$ cat src/rtl/mem_read_port.sv
// Single-outstanding memory read port: issues one read strobe, waits a bounded
// number of cycles for the response, and holds the captured word for the bus.
module mem_read_port #(
    parameter int DATA_WIDTH = 32,
    parameter int ADDR_WIDTH = 9,
    parameter int TIMEOUT    = 15
) (
    input  logic                  clock,
    input  logic                  clear,
    input  logic                  read_req,
    input  logic [ADDR_WIDTH-1:0] addr_in,
    output logic [ADDR_WIDTH-1:0] mem_addr,
    output logic                  mem_rd,
    input  logic [DATA_WIDTH-1:0] mem_rdata,
    input  logic                  mem_ready,
    output logic [DATA_WIDTH-1:0] BusMuxIn,
    output logic                  busy,
    output logic                  done,
    output logic                  timeout_err
);

    typedef enum logic [1:0] {IDLE, REQ, WAIT, CAPTURE} state_t;

    localparam logic [7:0] TIMEOUT_CNT = 8'(TIMEOUT);

    state_t                state = IDLE;
    state_t                state_next;
    logic [7:0]            count = '0;
    logic [7:0]            count_next;
    logic [ADDR_WIDTH-1:0] addr_q = '0;
    logic [ADDR_WIDTH-1:0] addr_next;
    logic                  rd_q = 1'b0;
    logic                  rd_next;
    logic [DATA_WIDTH-1:0] data_q = '0;
    logic [DATA_WIDTH-1:0] data_next;
    logic                  busy_q = 1'b0;
    logic                  busy_next;
    logic                  done_q = 1'b0;
    logic                  done_next;
    logic                  err_q = 1'b0;
    logic                  err_next;
    logic                  expired;

    assign expired = (count == TIMEOUT_CNT);

    // State and all outputs are registered together; clear wins over everything.
    always_ff @(posedge clock) begin
        if (clear) begin
            state  <= IDLE;
            count  <= '0;
            addr_q <= '0;
            rd_q   <= 1'b0;
            data_q <= '0;
            busy_q <= 1'b0;
            done_q <= 1'b0;
            err_q  <= 1'b0;
        end else begin
            state  <= state_next;
            count  <= count_next;
            addr_q <= addr_next;
            rd_q   <= rd_next;
            data_q <= data_next;
            busy_q <= busy_next;
            done_q <= done_next;
            err_q  <= err_next;
        end
    end

    always_comb begin
        state_next = state;
        case (state)
            IDLE:    if (read_req) state_next = REQ;
            REQ:     state_next = WAIT;
            WAIT: begin
                if (mem_ready)    state_next = CAPTURE;
                else if (expired) state_next = IDLE;
            end
            CAPTURE: state_next = IDLE;
            default: state_next = IDLE;
        endcase
    end

    // Next values of the registered outputs; a ready on the expiry cycle still captures.
    always_comb begin
        count_next = count;
        addr_next  = addr_q;
        rd_next    = 1'b0;
        data_next  = data_q;
        busy_next  = busy_q;
        done_next  = 1'b0;
        err_next   = err_q;
        case (state)
            IDLE: begin
                if (read_req) begin
                    addr_next = addr_in;
                    rd_next   = 1'b1;
                    busy_next = 1'b1;
                    err_next  = 1'b0;
                end
            end
            REQ: count_next = '0;
            WAIT: begin
                if (mem_ready) begin
                    data_next = mem_rdata;
                    done_next = 1'b1;
                end else if (expired) begin
                    err_next  = 1'b1;
                    busy_next = 1'b0;
                end else begin
                    count_next = count + 8'd1;
                end
            end
            CAPTURE: busy_next = 1'b0;
            default: busy_next = 1'b0;
        endcase
    end

    assign mem_addr    = addr_q;
    assign mem_rd      = rd_q;
    assign BusMuxIn    = data_q;
    assign busy        = busy_q;
    assign done        = done_q;
    assign timeout_err = err_q;

endmodule

$ cat config.mk
export PLATFORM = sky130hd
export DESIGN_NAME = mem_read_port
export DESIGN_NICKNAME = d
export VERILOG_FILES = /design/src/rtl/mem_read_port.sv
export SDC_FILE = /design/constraint.sdc
export NUM_CORES = 1
export LEC_CHECK = 0
export BUFFER_PORTS_ARGS = -buffer_cell sky130_fd_sc_hd__buf_2
export CAP_MARGIN = 15
export CORE_ASPECT_RATIO = 0.9
export CORE_MARGIN = 4
export CORE_UTILIZATION = 43
export DETAILED_ROUTE_END_ITERATION = 10
export HOLD_SLACK_MARGIN = 0.1
export PLACE_DENSITY_LB_ADDON = 0.15
export SETUP_SLACK_MARGIN = 0.15
export SYNTH_ARGS = -nofsm -noshare
export SYNTH_HDL_FRONTEND = slang
export SYNTH_SLANG_ARGS = --single-unit
$ cat constraint.sdc
create_clock -name clock -period 1.7 [get_ports clock]
set_clock_uncertainty 0.05 [all_clocks]
set_input_delay 0.17 -clock clock [delete_from_list [all_inputs] [get_ports clock]]
set_output_delay 0.17 -clock clock [all_outputs]
set_load 0.03 [all_outputs]
* Word level (Yosys, flattened, before mapping) *
Index checks and enable logic that the tools add are counted.
W data, S select, Z words.

operators by class
  muxes and demuxes = 17
  bitwise logic cells = 2
  reduce and logical (&&, ||, !) cells = 12
  add/subtract/negate cells = 1
  equality and inequality tests = 9

operators with widths
  operator               count
  $mux W8                2
  $pmux W8 S2            1
  $add A8 B1 Y8 const B  1
  $eq A8 B4 Y1 const B   1
  $mux W1                8
  $ne A2 B2 Y1 const B   4
  $pmux W2 S4            1
  $reduce_and A4 Y1      2
  $mux W2                3
  $reduce_and A2 Y1      3
  $eq A2 B2 Y1 const B   2
  $reduce_bool A2 Y1     2
  $reduce_or A2 Y1       2
  $ne A3 B3 Y1 const B   1
  $pmux W1 S3            1
  $reduce_and A3 Y1      1
  $reduce_bool A3 Y1     1
  $eq A2 B1 Y1 const B   1
  $logic_not A2 Y1       1
  $not A1 Y1             2
  $pmux W1 S2            1

storage, ports and cells
  input bits = 45
  word-level logic and storage cells = 49
  register bits after elaboration = 55
  output and inout bits = 45

* Depth between registers and ports, before layout *
  depth after elaboration = 4
  mapped depth = 8

* Worst setup path after synthesis *
OpenSTA, ideal clock, no wires.

  path kind = flip-flop to flip-flop
  start = register state[0]
  end = register count[5]
  cell stages (with the launch flop) = 8
  data arrival time = 1558 ps
  slack = -37 ps
  clock period less this slack = 1737 ps
  path buffers = 1
  setup time = 128 ps
  required time = 1522 ps
  path through = dfxtp_1 > inv_1 > ha_1 > clkbuf_1 > nor2b_1 > o21ai_2 > a221oi_1 > a211oi_1

between the ends
  word-level cells in the longest chain between the ends = 3
  elaborated cells between the ends (all ways) = 7

ends and longest elaborated chain
  what                                                                        line  RTL
  start: declaration                                                          26    state_t state = IDLE;
  start signal: assignment                                                    58    state <= state_next;
  $eq A2 B2 Y1 / $eq A2 B1 Y1 (equally long branches)                         92    case (state)
  $ne A2 B2 Y1 (no source line) / $reduce_bool A2 Y1 (equally long branches)  -
  $reduce_and A3 Y1 (no source line)                                          -
  end signal: assignment                                                      59    count <= count_next;
  end: declaration                                                            28    logic [7:0] count = '0;

Several ways; a longest one is shown, not always the timed one.
A chain may end at the register's enable or synchronous reset.

* Worst setup path in the final report *
  start = register count[4]
  end = register state[0]

between the ends
  word-level cells in the longest chain between the ends = 3

ends and longest elaborated chain
  what                                line  RTL
  $eq A8 B4 Y1                        44    assign expired = (count == TIMEOUT_CNT);
  $ne A3 B3 Y1 (no source line)       -
  $reduce_and A2 Y1 (no source line)  -

Every way passes these cells.

==> flow_metrics.env <==
export IMPL_dr_first_iter_drc_count=105
export IMPL_die_h_um=75.41
export IMPL_clkTransAtPathRegs_ps=90
export IMPL_pwr_share_seq_pct=49.8
export IMPL_path_class="reg -> reg"
export IMPL_synth_distinct_cells=33
export IMPL_drc=0
export IMPL_io_buffers=89
export IMPL_postSynthAreaPerCell_sq_um=8.100
export IMPL_rows=24
export IMPL_synth_commonest_cells="nand2_1, dfxtp_1, a21oi_1"
export IMPL_hold_viol_final=0
export IMPL_synth_cells=268
export IMPL_ys_flop_type="dfxtp_1"
export IMPL_areaGrowthSynthToFinish_pct=54.87
export IMPL_num_nets_final=456
export IMPL_layout_setup_ws_ps=41.92
export IMPL_r2r_cells=4
export IMPL_status="complete, no violations"
export IMPL_relSlewSlack_pct=64.90
export IMPL_cts_tree="built"
export IMPL_yosys_area_top_type="dfxtp_1"
export IMPL_ys_seq_area_share_pct=50.72
export IMPL_final_core_util_pct=69.11
export IMPL_ios=90
export IMPL_gp_congestion=0.8370
export IMPL_htree_levels=2
export IMPL_clock_path_buffers=2
export IMPL_rsz0062_at_grt="yes"
export IMPL_wire_per_inst_um=12.93
export IMPL_hpwl_um=3764
export IMPL_yosys_area_top_type_share_pct=50.72
export IMPL_fin_crit_sh_pct=97.53
export IMPL_layout_drive_gt1_share_pct=32.76
export IMPL_path_max_fanout=3
export IMPL_die_area_sq_um=6251
export IMPL_min_from="clear"
export IMPL_setup_viol=0
export IMPL_dp_slack_ps=8.390
export IMPL_gr_total_overflow=0
export IMPL_grt_max_degree=34
export IMPL_worst_slew_pin_slew_ps=526.4
export IMPL_drt_wl_total_um=6089
export IMPL_nFillCells=415
export IMPL_drv_slew=0
export IMPL_power_frac_comb_pct=25.8
export IMPL_core_area_sq_um=4865
export IMPL_ant_nets=0
export IMPL_fp_dieW_um=82.90
export IMPL_cts_buffers=5
export IMPL_grt_pass1_vias=2244
export IMPL_critPathLaunch="count[4]$_SDFFE_PP0P_"
export IMPL_leakage_uw=0.001447
export IMPL_yosysWarningCount=0
export IMPL_synth_edf_count=0
export IMPL_pwr_share_clk_pct=24.4
export IMPL_layout_min_cycle_time_ps=1658
export IMPL_postCtsSetupRepairBufs=0
export IMPL_netlist_area_sq_um=2171
export IMPL_synth_area_top_cells="dfxtp_1, nand2_1, a21oi_1"
export IMPL_worstPathRequired_ps=1820
export IMPL_synth_seq_cells=55
export IMPL_peakVddDrop_mv=0.5712
export IMPL_grt_pass1_wl_um=10140
export IMPL_worstPathArrival_ps=1780
export IMPL_antenna_found_initial=0
export IMPL_max_freq_ghz=0.6031
export IMPL_p_sw_share_pct=30.81
export IMPL_insertion_delay_ps=290
export IMPL_cts_root_buf="clkbuf_8"
export IMPL_hold_depth=2
export IMPL_num_antenna_cells=0
export IMPL_rr_startpoint="count[4]$_SDFFE_PP0P_"
export IMPL_yosysMostFrequentCell="nand2_1"
export IMPL_start_util_pct=44.62
export IMPL_cts_sinks=55
export IMPL_critPathCaptureType="flop"
export IMPL_async_flop_share_pct=0
export IMPL_critPathLaunchType="flop"
export IMPL_min_path_type="in -> reg"
export IMPL_dr_pass1_iters=4
export IMPL_syn_nets=319
export IMPL_grtUsageTotal_pct=19.62
export IMPL_p_switching_uw=870.0
export IMPL_intPower_uw=1954
export IMPL_drv_cap=0
export IMPL_pwr_density_cell_nw_per_um2=840.0
export IMPL_dr_total_vias=2284
export IMPL_viasPerCell=4.849
[layer usage]
metal | global-route usage, % | wire [um] | vias to the layer above
li1 | - | - | 1171
met1 | 23.28 | 2618 | 1055
met2 | 34.96 | 3099 | 52
met3 | 5.405 | 317 | 6
met4 | 6.897 | 54 | 0
met5 | 0 | 0 | -
[flip-flops by register name, summed over array words and instances (netlist names)]
register	count
BusMuxIn	32
busy	1
count	8
done	1
mem_addr	9
mem_rd	1
state	2
timeout_err	1
[metrics by stage]
| stage | total power [uW] | TNS, ps | area, sq um | hold slack (ps) | instances |
|---|---|---|---|---|---|
| floorplan | 1837 | 0 | 2182 | 256.0 | 268 |
| global placement | 2057 | 0 | 2776 | 360.2 | 421 |
| global route | 3002 | -28.37 | 3362 | 294.5 | 471 |
| CTS | 2835 | 0 | 3292 | 270.4 | 470 |
| detailed placement | 2062 | 0 | 2776 | 366.5 | 421 |
| finish | 2824 | 0 | 3362 | 286.6 | 471 |
[repair_timing]
action / 4_1_cts / 5_1_grt
gates cloned: 0 / 1
endpoints found under the setup margin: 10 / 35
resized for setup: 5 / 15
hold buffers: 41 / 0
pin swaps: 5 / 3
hold endpoints to repair: 41 / 0
[worst max-delay path: stages (launching register included)]
cell and delay, ps:
dfxtp_2 330, or4_4 550, or3_4 360, a211oi_2 180, nor3_1 60
[kinds of logic (layout without fill, tap and decap cells)]
group	after synthesis	in the layout	share of synthesized area (%)
AND/OR/NAND/NOR	116	116	23.46
AO/OA/AOI/OAI	66	66	17.18
flip-flops	55	55	50.72
buffers and inverters	22	160	3.861
adder cells (fa/ha/maj)	6	6	3.458
multiplexers	2	2	0.9222
XOR/XNOR	1	1	0.4035
[path summary, 6_finish.rpt]
| check | to | slack (ps) |
|---|---|---|
| max reg2reg | state[0]$_SDFFE_PP0P_ | 40 |
| min | count[0]$_SDFFE_PP0P_ | 290 |
| max | state[0]$_SDFFE_PP0P_ | 40 |
| min reg2reg | BusMuxIn[9]$_SDFFE_PP0P_ | 400 |
[layout make-up]
class	instances	area [sq um]	share of cell area [%]
multi-input cells	191	1039	30.89
clock inverters	2	12.51	0.3722
clock buffers	6	72.57	2.159
well taps	65	81.33	2.419
flip-flops and latches	55	1109	32.97
repair buffers	146	1026	30.52
inverters	6	22.52	0.6699
[cell usage in the layout (no fill, tap or decap), types with 2 or more instances in the layout]
cell           instances
buf_2                 89
nand2_1               87
dfxtp_1               49
a21oi_1               49
dlygate4sd3_1         41
buf_4                 11
dfxtp_2                6
inv_1                  5
clkbuf_8               5
ha_1                   4
nand2b_1               3
o211ai_1               3
nor2_1                 3
nand3_1                3
o21ai_1                3
nand4_1                3
and2_2                 2
mux2i_1                2
nor2b_1                2
o31a_1                 2
nor4_1                 2
a211oi_1               2
buf_6                  2
buf_12                 2
[power groups by stage]
stage / logic (uW) / registers [uW] / clock network [uW]
after floorplan: 269 / 1570 / 0
after global placement: 625 / 1430 / 0
after detailed placement: 629 / 1430 / 0
after CTS: 710 / 1400 / 722
after global routing: 802 / 1420 / 783
final: 729 / 1410 / 689
Note: power is estimated with default switching activity, not from simulation.
